**config.mk**
```make
export PLATFORM = sky130hd
export DESIGN_NAME = diagnostics
export DESIGN_NICKNAME = d
export VERILOG_FILES = /design/src/rtl/diagnostics.sv
export SDC_FILE = /design/constraint.sdc
export NUM_CORES = 1
export LEC_CHECK = 0
export CORE_AREA = 5 5 107 109
export CTS_CLUSTER_DIAMETER = 200
export DETAILED_ROUTE_END_ITERATION = 8
export DIE_AREA = 0 0 112 114
export PLACE_DENSITY = 0.74
export SLEW_MARGIN = 40
export SYNTH_ARGS = -nofsm -noshare
export SYNTH_HDL_FRONTEND = slang
export SYNTH_SLANG_ARGS = --single-unit
```
**constraint.sdc**
```tcl
create_clock -name clk -period 4.5 [get_ports clk]
set_input_delay 0.9 -clock clk [delete_from_list [all_inputs] [get_ports clk]]
set_output_delay 0.9 -clock clk [all_outputs]
set_load 0.02 [all_outputs]
```
**src/rtl/diagnostics.sv**
```systemverilog
`timescale 1ns/1ps
// -----------------------------------------------------------------------------
// diagnostics
// SPI-slave debug port that can halt the CPU, read/write main RAM while the
// CPU is halted, stream video RAM, and read/write the memory configuration.
//
// Ports
//   clk, reset          system clock, asynchronous active-low reset
//   halt                CPU halt request
//   spi_cs/clk/mosi     SPI slave inputs (mode 0, cs active-low), asynchronous
//   spi_miso            SPI slave output, changes on falling SCK
//   ram_address/datain  RAM address and write data
//   ram_dataout         RAM read data (valid 1 clk after ram_cs)
//   ram_cs, ram_we      RAM select / write strobe, single-cycle pulses
//   configuration       power-on configuration value
//   vram_read_address   video RAM read address, vram_output valid 1 clk later
//   vram_read_clock     video RAM read clock (equals clk)
//   config_byte         active memory configuration
//   vram_size           video RAM size in bytes
// -----------------------------------------------------------------------------
module diagnostics (
   input  logic        clk,
   input  logic        reset,
   output logic        halt,
   input  logic        spi_cs,
   input  logic        spi_clk,
   output logic        spi_miso,
   input  logic        spi_mosi,
   output logic [15:0] ram_address,
   input  logic [7:0]  ram_dataout,
   output logic [7:0]  ram_datain,
   output logic        ram_we,
   output logic        ram_cs,
   input  logic [4:0]  configuration,
   output logic [10:0] vram_read_address,
   input  logic [7:0]  vram_output,
   output logic        vram_read_clock,
   output logic [4:0]  config_byte,
   input  logic [10:0] vram_size
);

   localparam logic [7:0] CMD_HALT        = 8'h01;
   localparam logic [7:0] CMD_RUN         = 8'h02;
   localparam logic [7:0] CMD_READ_RAM    = 8'h03;
   localparam logic [7:0] CMD_WRITE_RAM   = 8'h04;
   localparam logic [7:0] CMD_READ_VRAM   = 8'h05;
   localparam logic [7:0] CMD_SET_CONFIG  = 8'h06;
   localparam logic [7:0] CMD_READ_CONFIG = 8'h07;

   typedef enum logic [2:0] {ST_IDLE, ST_CMD, ST_ADDR_HI, ST_ADDR_LO, ST_DATA} state_t;

   state_t      state_q, state_d;
   logic [1:0]  cs_sync, sck_sync, mosi_sync;
   logic        sck_prev;
   logic        cs_act, sck_rise, sck_fall, byte_done;
   logic [2:0]  bit_cnt;
   logic [7:0]  shift_in, rx_byte, tx_shift, tx_next, cmd;
   logic        fetch_p1, fetch_p2, fetch_vram, cfg_loaded;
   logic [10:0] vram_last;

   assign vram_read_clock = clk;
   assign spi_miso        = tx_shift[7];

   // synchronizer boundary: SPI pins into the clk domain
   always_ff @(posedge clk or negedge reset) begin
      if (!reset) begin
         cs_sync   <= 2'b11;
         sck_sync  <= 2'b00;
         mosi_sync <= 2'b00;
         sck_prev  <= 1'b0;
      end else begin
         cs_sync   <= {cs_sync[0], spi_cs};
         sck_sync  <= {sck_sync[0], spi_clk};
         mosi_sync <= {mosi_sync[0], spi_mosi};
         sck_prev  <= sck_sync[1];
      end
   end

   assign cs_act    = ~cs_sync[1];
   assign sck_rise  = cs_act &  sck_sync[1] & ~sck_prev;
   assign sck_fall  = cs_act & ~sck_sync[1] &  sck_prev;
   assign byte_done = sck_rise & (bit_cnt == 3'd7);
   assign rx_byte   = {shift_in[6:0], mosi_sync[1]};
   assign vram_last = vram_size - 11'd1;

   always_ff @(posedge clk or negedge reset) begin
      if (!reset) state_q <= ST_IDLE;
      else        state_q <= state_d;
   end

   always_comb begin
      state_d = state_q;
      if (!cs_act) begin
         state_d = ST_IDLE;
      end else begin
         case (state_q)
            ST_IDLE:    state_d = ST_CMD;
            ST_CMD:     if (byte_done)
                           state_d = (rx_byte == CMD_READ_RAM || rx_byte == CMD_WRITE_RAM)
                                     ? ST_ADDR_HI : ST_DATA;
            ST_ADDR_HI: if (byte_done) state_d = ST_ADDR_LO;
            ST_ADDR_LO: if (byte_done) state_d = ST_DATA;
            default:    state_d = state_q;
         endcase
      end
   end

   // control, strobes and addresses
   always_ff @(posedge clk or negedge reset) begin
      if (!reset) begin
         halt              <= 1'b0;
         ram_cs            <= 1'b0;
         ram_we            <= 1'b0;
         ram_address       <= 16'h0000;
         ram_datain        <= 8'h00;
         vram_read_address <= 11'd0;
         config_byte       <= 5'd0;
         cfg_loaded        <= 1'b0;
         bit_cnt           <= 3'd0;
         tx_shift          <= 8'h00;
         cmd               <= 8'h00;
         fetch_p1          <= 1'b0;
         fetch_p2          <= 1'b0;
         fetch_vram        <= 1'b0;
      end else begin
         ram_cs   <= 1'b0;
         ram_we   <= 1'b0;
         fetch_p1 <= 1'b0;
         fetch_p2 <= fetch_p1;
         if (!cfg_loaded) begin
            config_byte <= configuration;
            cfg_loaded  <= 1'b1;
         end
         // the write strobe is issued at the current address; step afterwards
         if (ram_we) ram_address <= ram_address + 16'd1;
         if (!cs_act) begin
            bit_cnt  <= 3'd0;
            tx_shift <= 8'h00;
            cmd      <= 8'h00;
         end else begin
            if (sck_rise) bit_cnt <= bit_cnt + 3'd1;
            // byte boundary falling edge loads the next byte, else shift
            if (sck_fall) tx_shift <= (bit_cnt == 3'd0) ? tx_next : {tx_shift[6:0], 1'b0};
            if (byte_done) begin
               case (state_q)
                  ST_CMD: begin
                     cmd <= rx_byte;
                     if (rx_byte == CMD_HALT) halt <= 1'b1;
                     if (rx_byte == CMD_RUN)  halt <= 1'b0;
                     if (rx_byte == CMD_READ_VRAM) begin
                        vram_read_address <= 11'd0;
                        fetch_vram        <= 1'b1;
                        fetch_p1          <= (vram_size != 11'd0);
                     end
                  end
                  ST_ADDR_HI: ram_address[15:8] <= rx_byte;
                  ST_ADDR_LO: begin
                     ram_address[7:0] <= rx_byte;
                     if (cmd == CMD_READ_RAM && halt) begin
                        ram_cs     <= 1'b1;
                        fetch_p1   <= 1'b1;
                        fetch_vram <= 1'b0;
                     end
                  end
                  ST_DATA: begin
                     if (cmd == CMD_READ_RAM && halt) begin
                        ram_address <= ram_address + 16'd1;
                        ram_cs      <= 1'b1;
                        fetch_p1    <= 1'b1;
                        fetch_vram  <= 1'b0;
                     end
                     if (cmd == CMD_WRITE_RAM && halt) begin
                        ram_datain <= rx_byte;
                        ram_cs     <= 1'b1;
                        ram_we     <= 1'b1;
                     end
                     if (cmd == CMD_READ_VRAM && vram_size != 11'd0) begin
                        vram_read_address <= (vram_read_address >= vram_last)
                                             ? 11'd0 : vram_read_address + 11'd1;
                        fetch_vram        <= 1'b1;
                        fetch_p1          <= 1'b1;
                     end
                     if (cmd == CMD_SET_CONFIG) config_byte <= rx_byte[4:0];
                  end
                  default: ;
               endcase
            end
         end
      end
   end

   // receive shifter and next transmit byte (data only)
   always_ff @(posedge clk) begin
      if (sck_rise) shift_in <= rx_byte;
      if (byte_done) begin
         tx_next <= 8'h00;
         if ((state_q == ST_CMD && rx_byte == CMD_READ_CONFIG) ||
             (state_q == ST_DATA && cmd == CMD_READ_CONFIG))
            tx_next <= {3'b000, config_byte};
      end else if (fetch_p2) begin
         tx_next <= fetch_vram ? vram_output : ram_dataout;
      end
   end

endmodule

```
==> results.txt <==
- The via count of the first global-routing pass is 4150.
* Maximum vdd ir drop: 0.2281 mV
- Die footprint: 12770 um2
- Of all flip-flops after synthesis, the portion carrying an async set or reset was 0.8352.
- Outcome: finished clean
- Unique masters post-synth: 61
- Post-synth EDFFs: 15
- In the routed layout, each cell is associated on average with a via count of 5.685.
* Final net count: 642
- Launching point of the worst reg2reg path: sck_prev$_DFF_PN0_
- Count of buffers added by post-CTS timing repair for setup: 0
- Post-synthesis net count: 574
- Die Height: 114 um
* Final global-route overflow total: 0
* Detailed-placement wirelength estimate: 8710 um
- Share of cells above drive strength 1: 0.06914
- Antenna diodes: 0
* Post-detailed-routing wire length: 12400 um
- Starting utilization of the core area: 0.4782
* Req. time, crit path: 3.60 ns
- For the worst-skew pair, the clock arrives at the later sink with an insertion delay of 0.47 ns.
- The floorplan has 38 rows.
- Routed length per placed instance: 16.91 um
- In this run, the number of DRC markers left after iteration 0 of detailed routing was 319.
- Slew Limit Headroom: 0.5165
- The number of failing hold endpoints at the final stage was 0.
- Data arrival at the endpoint of the critical path: 3.00 ns
* Largest area contributor in the synthesized netlist: sky130_fd_sc_hd__dfrtp_1
* DRT antenna net count: 0
- By area the synthesized netlist is led by sky130_fd_sc_hd__dfrtp_1 (37%), sky130_fd_sc_hd__edfxtp_1 (9.0%), sky130_fd_sc_hd__mux2i_1 (4.8%).
- Top cells by instance count after synthesis: sky130_fd_sc_hd__dfrtp_1 (74), sky130_fd_sc_hd__nand2_1 (64), sky130_fd_sc_hd__nor2_1 (39), sky130_fd_sc_hd__o21ai_0 (30), sky130_fd_sc_hd__mux2i_1 (24)
- 1st-pass router iterations: 5
- Clock-pin slew was measured on the worst setup and hold paths at 0.09 ns.
- Most common cell in the synthesized netlist: sky130_fd_sc_hd__dfrtp_1
- Class of the worst hold path: reg2reg
- The detailed router placed 4167 vias in this run.
- The finished layout holds 733 standard cells, fillers aside.
* Count of endpoints failing setup in the final report: 0
* Maximum number of pins on one net before global-route repair: 77
* Placed Cells incl. Taps: 714
* Max-cap check violation count: 0
- The share of the Yosys chip area taken by registers is 0.4686.
* Hold Crit Start: fetch_p1$_DFF_PN0_
- For the final routed database, the setup TNS stands at 0 ns.
* TritonCTS clock tree: built
* Number of top-level design ports: 82
* Type of element capturing the critical path: output port
* Areal power density over the cells: 274.3 nW/um2
- Top-area cell type share of the netlist area: 0.3685
* CTS resizes: 0
- In this run the static leakage power is 0.002582 uW.
- Most used DFF post-synth: sky130_fd_sc_hd__dfrtp_1
- RSZ-0062 raised after global routing: no
- Placeable core region: 10510 um2
* Critical Path Source Type: clock port
- Number of antenna violations at the first check in global routing: 0
- The synthesized netlist occupies a cell area of 5025 um2.
- Counting the fill cells in the layout gives 886.
* Startpoint of the worst setup timing path: clk
- For this run, design rule violations remaining after detail routing come to 0.
- From left edge to right edge, the die measures 112 um.
- The area growth from synthesis to layout is 22.61%.
* Routability congestion estimate from global placement: 0.8756
* Count of pins over their slew limit: 0
- For the pin with the worst max-slew slack, the measured transition is 0.7197 ns.
- The cell count after synthesis came out at 520.
- Across every metal layer, demand over resource in global routing totals 0.2011.
- Maximum fanout along the worst path: 2
- In this run, post-CTS hold repair placed 0 buffers.
- By startpoint and endpoint, the worst setup path is classified as clk2out.
- Yosys printed 0 warnings.
- Wire length of the first global-routing pass: 20550 um
- Mean instance size in the synthesized netlist: 9.663 um2
- Number of port buffers: 81
* Final setup skew: 0.01164 ns
- Flip-flop and latch count after synthesis: 91
[registers in the layout, indices dropped and copies added (netlist names), 2 cells and up]
| register | count |
|---|---|
| ram_address | 16 |
| vram_read_address | 11 |
| cmd | 8 |
| ram_datain | 8 |
| tx_next | 8 |
| tx_shift | 8 |
| shift_in | 7 |
| config_byte | 5 |
| bit_cnt | 3 |
| state_q | 3 |
| cs_sync | 2 |
| mosi_sync | 2 |
| sck_sync | 2 |
[layer usage]
metal	global-route usage	share of wire	up-vias
met1	0.2657	0.45	2016
met4	0.07933	0.021	0
li1	-	-	1992
met2	0.3197	0.46	137
met5	0	0	-
met3	0.05146	0.063	22
[critical path, stage by stage]
cell	delay (ns)
sky130_fd_sc_hd__clkbuf_8	0.11
sky130_fd_sc_hd__clkbuf_8	0.12
sky130_fd_sc_hd__clkdlybuf4s50_1	0.52
[worst paths after layout]
check                                                    end  slack (ns)  cells after the start
max                                          vram_read_clock        0.60                      3
min                                       fetch_p2$_DFF_PN0_        0.36                      0
max reg2reg                        ram_datain[3]$_DFFE_PN0P_        1.81                      5
min reg2reg                               fetch_p2$_DFF_PN0_        0.36                      0
max in group asynchronous  vram_read_address[10]$_DFFE_PN0P_        3.55                      1
min in group asynchronous            tx_shift[7]$_DFFE_PN0P_        0.42                      1
[cell usage in the layout, fill, tap and decap left out, types with 3 or more instances in the layout]
master | netlist | layout
sky130_fd_sc_hd__nor4_1 | 8 | 8
sky130_fd_sc_hd__and4_1 | 3 | 3
sky130_fd_sc_hd__inv_1 | 18 | 18
sky130_fd_sc_hd__nor3_1 | 11 | 11
sky130_fd_sc_hd__nand2_1 | 64 | 64
sky130_fd_sc_hd__xor2_1 | 13 | 13
sky130_fd_sc_hd__dfrtp_1 | 74 | 74
sky130_fd_sc_hd__o22ai_1 | 11 | 11
sky130_fd_sc_hd__nand4_1 | 12 | 12
sky130_fd_sc_hd__xnor2_1 | 22 | 22
sky130_fd_sc_hd__a21o_1 | 3 | 3
sky130_fd_sc_hd__or2_2 | 3 | 3
sky130_fd_sc_hd__or3_1 | 7 | 7
sky130_fd_sc_hd__mux2_2 | 8 | 8
sky130_fd_sc_hd__o2bb2ai_1 | 6 | 6
sky130_fd_sc_hd__mux2i_1 | 24 | 24
sky130_fd_sc_hd__o21ai_1 | 5 | 5
sky130_fd_sc_hd__edfxtp_1 | 15 | 15
sky130_fd_sc_hd__nor2_1 | 39 | 39
sky130_fd_sc_hd__clkdlybuf4s50_1 | 0 | 80
sky130_fd_sc_hd__a22oi_1 | 9 | 9
sky130_fd_sc_hd__clkbuf_8 | 0 | 12
sky130_fd_sc_hd__nor2b_1 | 7 | 6
sky130_fd_sc_hd__a21oi_1 | 23 | 23
sky130_fd_sc_hd__ha_1 | 17 | 17
sky130_fd_sc_hd__nand2b_1 | 5 | 5
sky130_fd_sc_hd__o21ai_0 | 30 | 30
sky130_fd_sc_hd__nand3_1 | 16 | 16
[power breakdown]
part           internal, uW  total (uW)  switching [uW]
registers               854         876            22.0
logic                  74.0         147            72.6
clock network           334         667             333
[per-stage QoR]
step / area, um2 / total power (uW) / util / hold WS, ns / setup slack, ns
after CTS: 6141 / 1701 / 0.5844 / 0.3581 / 0.5858
after global placement: 5897 / 1065 / 0.5612 / 0.3357 / 0.5376
after floorplan: 5025 / 980.1 / - / 0.3312 / 1.216
after detailed placement: 5901 / 1069 / 0.5616 / 0.3372 / 0.3875
final: 6161 / 1690 / 0.5863 / 0.3579 / 0.5998
after global routing: 6161 / 1750 / 0.5863 / 0.3631 / 0.5805
[cells by family (layout without fill, tap and decap cells)]
logic type	after synthesis	in the layout	share of synthesized area
other	1	1	0.0007463
DFF	91	91	0.4686
xor gates and xnor gates	35	35	0.06101
muxes	32	32	0.06574
AOI/OAI and AO/OA	106	106	0.1310
buffers and inverters	48	121	0.04058
adders and majority gates	17	17	0.04233
and+or+nand+nor	190	190	0.1900
[final cells by class]
cell class | count | area, um2 | share of cell area
clock buffers | 14 | 178.9 | 0.02904
clock inverters | 6 | 71.32 | 0.01158
inverters | 19 | 71.32 | 0.01158
multi-input cells | 381 | 2492 | 0.4045
flip-flops and latches | 91 | 2355 | 0.3822
well taps | 140 | 175.2 | 0.02843
repair buffers | 82 | 817.0 | 0.1326
(Power assumes the default switching activity.)
